<file path="src/rtl/vexec_pkg.sv">
// ----------------------------------------------------------------------------
// vexec_pkg
// Shared types and constants for the element-serial vector execute stage.
//   vop_t   : 3-bit opcode (ADD, SUB, MUL, AND, OR, XOR, MIN, MAX)
//   state_t : execute-stage FSM states (IDLE, RUN, WB)
//   ELEMS/EW/VW : register-file geometry (16 elements x 16 bits = 256 bits)
// Saturation helpers are only referenced when VEXEC_SAT_EN is defined.
// ----------------------------------------------------------------------------
package vexec_pkg;

    localparam int ELEMS  = 16;
    localparam int EW     = 16;
    localparam int VW     = ELEMS * EW;

    // Intermediate width for saturating arithmetic: wide enough to hold the
    // exact signed product of two 16-bit values plus sign.
    localparam int WIDE_W = 33;

    localparam logic signed [WIDE_W-1:0] SAT_MAX = 33'sd32767;
    localparam logic signed [WIDE_W-1:0] SAT_MIN = -33'sd32768;

    typedef enum logic [2:0] {
        OP_ADD = 3'd0,
        OP_SUB = 3'd1,
        OP_MUL = 3'd2,
        OP_AND = 3'd3,
        OP_OR  = 3'd4,
        OP_XOR = 3'd5,
        OP_MIN = 3'd6,
        OP_MAX = 3'd7
    } vop_t;

    typedef enum logic [1:0] {
        IDLE = 2'd0,
        RUN  = 2'd1,
        WB   = 2'd2
    } state_t;

    function automatic logic is_ovf(input logic signed [WIDE_W-1:0] v);
        return (v > SAT_MAX) || (v < SAT_MIN);
    endfunction

    function automatic logic [EW-1:0] sat_clamp(input logic signed [WIDE_W-1:0] v);
        if (v > SAT_MAX) begin
            return 16'h7FFF;
        end else if (v < SAT_MIN) begin
            return 16'h8000;
        end
        return v[EW-1:0];
    endfunction

endpackage

</file>
<file path="src/rtl/vexec_lane.sv">
// ----------------------------------------------------------------------------
// vexec_lane
// Combinational single-element ALU.
//   op  : vop_t opcode
//   a,b : 16-bit source elements
//   y   : 16-bit result
//   sat : (only with VEXEC_SAT_EN) result was clamped to 0x7FFF / 0x8000
// Build option VEXEC_SAT_EN: ADD/SUB/MUL saturate to signed 16-bit limits;
// otherwise they wrap modulo 2^16 (MUL keeps the low 16 product bits).
// ----------------------------------------------------------------------------
module vexec_lane
    import vexec_pkg::*;
(
    input  vop_t          op,
    input  logic [EW-1:0] a,
    input  logic [EW-1:0] b,
`ifdef VEXEC_SAT_EN
    output logic          sat,
`endif
    output logic [EW-1:0] y
);

    logic lt_signed;
    assign lt_signed = $signed(a) < $signed(b);

`ifdef VEXEC_SAT_EN
    logic signed [WIDE_W-1:0] a_w;
    logic signed [WIDE_W-1:0] b_w;
    logic signed [WIDE_W-1:0] sum_w;
    logic signed [WIDE_W-1:0] dif_w;
    logic signed [WIDE_W-1:0] prod_w;

    assign a_w    = {{(WIDE_W-EW){a[EW-1]}}, a};
    assign b_w    = {{(WIDE_W-EW){b[EW-1]}}, b};
    assign sum_w  = a_w + b_w;
    assign dif_w  = a_w - b_w;
    assign prod_w = a_w * b_w;
`endif

    always_comb begin
        y = '0;
`ifdef VEXEC_SAT_EN
        sat = 1'b0;
`endif
        case (op)
`ifdef VEXEC_SAT_EN
            OP_ADD: begin
                y   = sat_clamp(sum_w);
                sat = is_ovf(sum_w);
            end
            OP_SUB: begin
                y   = sat_clamp(dif_w);
                sat = is_ovf(dif_w);
            end
            OP_MUL: begin
                y   = sat_clamp(prod_w);
                sat = is_ovf(prod_w);
            end
`else
            OP_ADD: y = a + b;
            OP_SUB: y = a - b;
            // Low 16 bits of a two's-complement product do not depend on
            // signedness, so a plain 16-bit multiply is exact here.
            OP_MUL: y = a * b;
`endif
            OP_AND: y = a & b;
            OP_OR:  y = a | b;
            OP_XOR: y = a ^ b;
            OP_MIN: y = lt_signed ? a : b;
            OP_MAX: y = lt_signed ? b : a;
            default: y = '0;
        endcase
    end

endmodule

</file>
<file path="src/rtl/vector_exec_unit.sv">
// ----------------------------------------------------------------------------
// vector_exec_unit
// Element-serial vector execute stage feeding the 16x16x16-bit register file
// write port. Processes LANES elements per cycle and emits one write-back.
//   clk, rst_n         : clock, asynchronous active-low reset
//   inValid/inReady    : op offer / accept
//   inOp, inA, inB     : opcode and 256-bit source vectors
//   inLen, inDest      : active element count minus 1, destination register
//   busy, busyDest     : op in flight (RUN or WB) and its destination
//   wEn/wAddr/wLen/wData : single-cycle write-back to the register file
//   satFlag            : (only with VEXEC_SAT_EN) an active element saturated
//   dbg_state          : current FSM state (state_t encoding)
// Build option VEXEC_SAT_EN: saturating ADD/SUB/MUL and the satFlag output.
//
// Handshake: an op transfers on a rising edge where inValid & inReady are
// both high. inReady is high only in IDLE and does not depend on inValid;
// the source holds inValid and operands stable until the transfer.
// ----------------------------------------------------------------------------
module vector_exec_unit
    import vexec_pkg::*;
#(
    parameter int LANES = 4
) (
    input  logic          clk,
    input  logic          rst_n,
    input  logic          inValid,
    output logic          inReady,
    input  logic [2:0]    inOp,
    input  logic [VW-1:0] inA,
    input  logic [VW-1:0] inB,
    input  logic [3:0]    inLen,
    input  logic [3:0]    inDest,
    output logic          busy,
    output logic [3:0]    busyDest,
    output logic          wEn,
    output logic [3:0]    wAddr,
    output logic [3:0]    wLen,
    output logic [VW-1:0] wData,
`ifdef VEXEC_SAT_EN
    output logic          satFlag,
`endif
    output logic [1:0]    dbg_state
);

    localparam int LSH = $clog2(LANES);

    state_t        state_q, state_d;
    vop_t          op_q, op_d;
    logic [VW-1:0] a_q, a_d;
    logic [VW-1:0] b_q, b_d;
    logic [3:0]    len_q, len_d;
    logic [3:0]    dest_q, dest_d;
    logic [3:0]    grp_q, grp_d;
    logic [VW-1:0] res_q, res_d;
    logic          wen_q, wen_d;
    logic [3:0]    waddr_q, waddr_d;
    logic [3:0]    wlen_q, wlen_d;
    logic [VW-1:0] wdata_q, wdata_d;
`ifdef VEXEC_SAT_EN
    logic          sat_acc_q, sat_acc_d;
    logic          sat_flag_q, sat_flag_d;
`endif

    logic [3:0]    last_grp;
    logic [3:0]    lane_idx [LANES];
    logic [EW-1:0] lane_y   [LANES];
`ifdef VEXEC_SAT_EN
    logic          lane_sat [LANES];
`endif

    // Group containing element len_q; RUN ends after processing it.
    assign last_grp = len_q >> LSH;

    for (genvar l = 0; l < LANES; l++) begin : g_lane
        // Element handled by lane l in the current group: grp*LANES + l.
        assign lane_idx[l] = 4'((int'(grp_q) << LSH) + l);

        vexec_lane u_lane (
            .op  (op_q),
            .a   (a_q[lane_idx[l]*EW +: EW]),
            .b   (b_q[lane_idx[l]*EW +: EW]),
`ifdef VEXEC_SAT_EN
            .sat (lane_sat[l]),
`endif
            .y   (lane_y[l])
        );
    end

    always_comb begin
        state_d = state_q;
        op_d    = op_q;
        a_d     = a_q;
        b_d     = b_q;
        len_d   = len_q;
        dest_d  = dest_q;
        grp_d   = grp_q;
        res_d   = res_q;
        wen_d   = 1'b0;
        waddr_d = waddr_q;
        wlen_d  = wlen_q;
        wdata_d = wdata_q;
`ifdef VEXEC_SAT_EN
        sat_acc_d  = sat_acc_q;
        sat_flag_d = 1'b0;
`endif

        case (state_q)
            IDLE: begin
                if (inValid) begin
                    op_d    = vop_t'(inOp);
                    a_d     = inA;
                    b_d     = inB;
                    len_d   = inLen;
                    dest_d  = inDest;
                    grp_d   = '0;
                    res_d   = '0;
`ifdef VEXEC_SAT_EN
                    sat_acc_d = 1'b0;
`endif
                    state_d = RUN;
                end
            end

            RUN: begin
                for (int l = 0; l < LANES; l++) begin
                    // Elements past len_q are forced to zero even inside the
                    // final group, and never contribute to saturation.
                    if (lane_idx[l] <= len_q) begin
                        res_d[lane_idx[l]*EW +: EW] = lane_y[l];
`ifdef VEXEC_SAT_EN
                        sat_acc_d = sat_acc_d | lane_sat[l];
`endif
                    end else begin
                        res_d[lane_idx[l]*EW +: EW] = '0;
                    end
                end
                grp_d = grp_q + 4'd1;
                if (grp_q == last_grp) begin
                    // Load the write-back registers with the final result so
                    // they hold steady after WB until the next op completes.
                    state_d = WB;
                    wen_d   = 1'b1;
                    waddr_d = dest_q;
                    wlen_d  = len_q;
                    wdata_d = res_d;
`ifdef VEXEC_SAT_EN
                    sat_flag_d = sat_acc_d;
`endif
                end
            end

            WB: begin
                state_d = IDLE;
            end

            default: begin
                state_d = IDLE;
            end
        endcase
    end

    always_ff @(posedge clk or negedge rst_n) begin
        if (!rst_n) begin
            state_q <= IDLE;
            op_q    <= OP_ADD;
            a_q     <= '0;
            b_q     <= '0;
            len_q   <= '0;
            dest_q  <= '0;
            grp_q   <= '0;
            res_q   <= '0;
            wen_q   <= 1'b0;
            waddr_q <= '0;
            wlen_q  <= '0;
            wdata_q <= '0;
`ifdef VEXEC_SAT_EN
            sat_acc_q  <= 1'b0;
            sat_flag_q <= 1'b0;
`endif
        end else begin
            state_q <= state_d;
            op_q    <= op_d;
            a_q     <= a_d;
            b_q     <= b_d;
            len_q   <= len_d;
            dest_q  <= dest_d;
            grp_q   <= grp_d;
            res_q   <= res_d;
            wen_q   <= wen_d;
            waddr_q <= waddr_d;
            wlen_q  <= wlen_d;
            wdata_q <= wdata_d;
`ifdef VEXEC_SAT_EN
            sat_acc_q  <= sat_acc_d;
            sat_flag_q <= sat_flag_d;
`endif
        end
    end

    assign inReady   = (state_q == IDLE);
    assign busy      = (state_q != IDLE);
    assign busyDest  = dest_q;
    assign wEn       = wen_q;
    assign wAddr     = waddr_q;
    assign wLen      = wlen_q;
    assign wData     = wdata_q;
    assign dbg_state = state_q;
`ifdef VEXEC_SAT_EN
    assign satFlag   = sat_flag_q;
`endif

endmodule

</file>
<file path="config.mk">
export PLATFORM = sky130hd
export DESIGN_NAME = vector_exec_unit
export DESIGN_NICKNAME = d
export VERILOG_FILES = /design/src/rtl/vexec_pkg.sv /design/src/rtl/vexec_lane.sv /design/src/rtl/vector_exec_unit.sv
export SDC_FILE = /design/constraint.sdc
export NUM_CORES = 2
export LEC_CHECK = 0
export ABC_AREA = 1
export ABC_CLOCK_PERIOD_IN_PS = 9520
export BUFFER_PORTS_ARGS = -buffer_cell sky130_fd_sc_hd__buf_4
export CORE_ASPECT_RATIO = 0.5
export CORE_MARGIN = 2
export CORE_UTILIZATION = 50
export DETAILED_ROUTE_END_ITERATION = 12
export PLACE_DENSITY = 0.77
export SYNTH_ARGS = -nofsm -noshare
export SYNTH_HDL_FRONTEND = slang
export SYNTH_HIERARCHICAL = 1
export SYNTH_SLANG_ARGS = --single-unit
</file>
<file path="constraint.sdc">
create_clock -name clk -period 9.52 [get_ports clk]
set_input_delay 0.952 -clock clk [delete_from_list [all_inputs] [get_ports clk]]
set_output_delay 0.952 -clock clk [all_outputs]
set_load 0.1 [all_outputs]
</file>
# After elaboration in Yosys (flattened, before gate mapping)
# Index checks and enable logic that the tools add are counted.
# word_totals
register_bits	1050
inputBits	526
out_inout_bits	273
elab_cells	127
# op_classes
add_sub_neg	16
mul	4
n_lt_le_gt_ge	8
n_eq_ne	11
shifts	20
n_mux	36
bitwise_logic	12
reduce_logical	8
# ops
op	n
$bwmux 256	8
$mux 256	8
$shiftx 256x9->16	8
$shift 16x34->256 const A	4
$shiftx 16x34->256	4
$shiftx 16x34->256 const A	4
$pmux 16 s8	4
$pmux 256 s2	1
$neg 8->34	4
$mux 16	8
$add 16x16->16	4
$and 16x16->16	4
$lt 16x16->1	4
$mul 16x16->16	4
$or 16x16->16	4
$sub 16x16->16	4
$xor 16x16->16	4
$le 4x4->1	4
$eq 3x3->1 const B	4
$add 4x1->4 const B	2
$add 4x2->4 const B	2
$pmux 4 s2	1
$reduce_and 2->1	4
$eq 3x2->1 const B	2
11 further kinds	15

# Logic depth before layout (Yosys ltp)
# depth
word_depth	17
depth_mapped	42
depth_no_buf	38

# By module
# Netlist, hierarchy kept.
# modules_own_cells
mod	instances	cells_per_inst	area_each_um2	seq_area_each_um2
vector_exec_unit	1	5599	49118.4	26275.2
vexec_lane (g_lane[1].u_lane ...)	2	1230	7666.1	0.0
vexec_lane (g_lane[0].u_lane)	1	1207	7551.0	0.0
vexec_lane (g_lane[3].u_lane)	1	1226	7551.0	0.0

# Worst setup path after synthesis
# No wires, ideal clock.
# synth_path
path_kind	register to register
start	register grp_q[0]
end	register res_q[127]
arrival_time_ns	6.870
required_time_ns	9.455
setup_slack_ns	2.585
path_stages_with_launch	38
path_buffers	5
path_cell_list	dfrtp_1 -> clkinv_1 -> buf_2 -> buf_2 -> buf_1 -> nor2_1 -> o22ai_1 -> clkbuf_1 -> clkbuf_1 -> nand2_1 -> fa_1 -> fa_1 -> fa_1 -> fa_1 -> inv_1 -> fa_1 -> inv_1 -> fa_1 -> (+2 left out) -> nand2_1 -> nor2_1 -> nand3_1 -> nand3_1 -> nand2_1 -> nand2_1 -> nand2_1 -> nand2_1 -> inv_1 -> nand3_1 -> nand3_1 -> nand3_1 -> nand2_1 -> o21ai_0 -> nand2_1 -> nand2_1 -> nand2_1 -> nand2_1
# synth_rtl
item	line_no	source
from (decl)	vector_exec_unit.sv:53	logic [3:0] grp_q, grp_d;
from (signal assigned)	vector_exec_unit.sv:187	grp_q <= grp_d;
to (signal assigned)	vector_exec_unit.sv:188	res_q <= res_d;
to (decl)	vector_exec_unit.sv:54	logic [VW-1:0] res_q, res_d;

==> metrics.cfg <==
[clock_tree]
clock-sinks=1050
numCtsBuffers=97
cts_tree=yes
clock_latency_ps=750
post-cts-setup-buffers=0
clk_path_buf_depth=3
cts-resized-gates=0
cts-root-buf=clkbuf_16
h-tree-depth=3
hold_buffers=0
clkTransAtPathRegs_ps=70

[floorplan]
dieArea_um2=162500
fp.dieW_um=568.1
io_pins=799
coreArea_um2=157900
rows=103
die_h_um=286.1
start_util=0.5039

[detailed_routing]
vias=74570
drtIter0Drc=8145
routed_via_density=5.635
ant_nets=0
drc=0
avgRoutedWirePerCell_um=21.73
wl_um=287600
firstDrtPassIters=6

[timing]
tightest_slew_ps=1368
clock.fmax_mhz=114.0
clock-skew-final_ps=77.53
period_share=0.9214
slew_headroom=0.08109
rsz0062_at_grt=no
setup_viol=0
finalMaxSlewViolations=0
hold_viol=0
setup-tns-final_ps=0
min_period_ps=8771

[grt]
grt_max_degree=181
grt_pass1_vias=72130
grt-ovfl-total=0
grtUsageTotal=0.3456
antenna_found_initial=20
grt_pass1_wl_um=433600

[placement]
io_buffer_count=798
gp_congestion=1.029
hpwl_um=212500

[worst_setup_path]
cp_data_required_time_ps=10140
crit_arrival_ps=9390
critPathMaxFanout=110
cpMostUsedCell=nand2_1
path_class=flop to flop
critPathCaptureType=flop
cp-start-kind=flop
slowest_delay_ps=930
crit_family=adder cells
crit_buf_inv=4
crit_slowest_cell=o22ai_1

[logic_synthesis]
synth-seq-area-share=0.3303
synth_top_cell_area_share=0.3303
synthesis.nets=11740
avgSynthCellArea_um2=7.582
yosysWarnings=6
async_reset_ff_frac=1.000
synthFlopType=dfrtp_1
syn_area_um2=79550
synthTopCellsByArea=dfrtp_1, nand2_1, fa_1
synth_cells=10490
synth_edf_count=0
synth_cell_types=60
ys_ff_latch=1050
yosys.area.top_type=dfrtp_1

[finish]
multiInputGateArea_um2=45420
regArea_um2=26280
area_growth_pct=13.85
nFillCells=14260
fin_util=0.5737
final_layout_size_suffix_gt1_frac=0.1711
fin_nets=12290

[worst_hold_path]
hp-class=primary input to async pin

[flow_run]
cap_violations=0

[outcome]
status=complete, no violations

-- final cells by class --
class,count,share of cell area
inverters,1321,0.05544
well taps,2100,0.02901
diodes,16,0.0004421
flip-flops and latches,1050,0.2902
repair buffers,1009,0.08510
multi-input cells,7558,0.5015
clock inverters,47,0.007750
clock buffers,133,0.03061
-- worst register-to-register path, delay by kind of cell, from the launching register on --
kind	cells	cell delay, ps
flip-flops	1	720
AND/OR/NAND/NOR	13	1990
buffers and inverters	4	770
AO/OA/AOI/OAI	5	1740
adder cells (fa/ha/maj)	7	3430
-- Yosys cell counts (all sizes together) (2+ instances only) --
master,instances
a211oi,13
a21boi,2
a21o,12
a21oi,215
a221oi,25
a22o,3
a22oi,5
a31oi,13
buf,301
bufinv,2
clkbuf,262
clkinv,5
dfrtp,1050
fa,328
ha,397
inv,1314
mux2,518
nand2,3670
nand2b,3
nand3,525
nand3b,53
nand4,96
nor2,781
nor3,42
o2111ai,16
o211a,3
o211ai,104
o21a,21
o21ai,484
o21bai,20
o221ai,3
o22ai,141
o31ai,7
or2,7
xnor2,13
xor2,35
-- flip-flops by register name, summed over array words and instances (netlist names) --
register	cells
a_q	256
b_q	256
busyDest	4
dbg_state	2
grp_q	4
len_q	4
op_q	3
res_q	256
wAddr	4
wData	256
wEn	1
wLen	4
-- routing by layer --
| metal | routed length [um] | vias up | global-route usage | share of wire |
|---|---|---|---|---|
| met1 | 116100 | 36060 | 0.4667 | 0.40 |
| met4 | 13880 | 6 | 0.1559 | 0.048 |
| li1 | - | 34140 | - | - |
| met5 | 36 | - | 0 | 0.00013 |
| met3 | 29730 | 671 | 0.08019 | 0.10 |
| met2 | 127900 | 3697 | 0.5298 | 0.44 |
-- cells by family after synthesis --
logic type | share of synthesized area
buffers and inverters | 0.1002
multiplexers | 0.07332
adder cells (fa/ha/maj) | 0.1450
flip-flops | 0.3303
XOR/XNOR | 0.005285
AO/OA/AOI/OAI | 0.08251
AND/OR/NAND/NOR | 0.2634
-- path summary, 6_finish.rpt --
kind / cells after the start / from / end / slack [ps]
setup / recovery: 29 / grp_q[0] / res_q[125] / 750
hold / removal: 1 / rst_n / wData[183] / 210
setup reg to reg: 29 / grp_q[0] / res_q[125] / 750
hold reg to reg: 2 / wAddr[0] / wAddr[0] / 480
max in group asynchronous: 3 / rst_n / b_q[55] / 6850
min in group clk: 2 / inB[205] / b_q[205] / 430
-- stage by stage --
step           instance area (um2)  hold slack (ps)  std cells  setup WS [ps]
6_report                     90570            214.0      13230          748.6
5_1_grt                      90570            247.3      13230          436.2
4_1_cts                      90530            239.1      13220           1006
3_5_place_dp                 87060            464.6      13040           1066
3_3_place_gp                 87060            455.8      13040           1137
2_1_floorplan                79550            449.2      10490           2585
-- cells in the final DEF (no fill, tap or decap), drive strengths merged, types with 14 or more instances in the layout --
master / count
diode: 16
o21a: 21
mux2: 518
clkinv: 30
o21bai: 20
o21ai: 484
o22ai: 141
nor3: 42
nand3: 525
fa: 328
o2111ai: 16
nand3b: 53
xor2: 35
buf: 1009
inv: 1320
ha: 397
o211ai: 104
a21oi: 215
nor2: 781
a221oi: 25
bufinv: 14
dfrtp: 1050
nand4: 96
nand2: 3670
clkbuf: 133
Power is not shown: default switching activity piles up to over one toggle a cycle in this logic, so the estimate is an artifact.
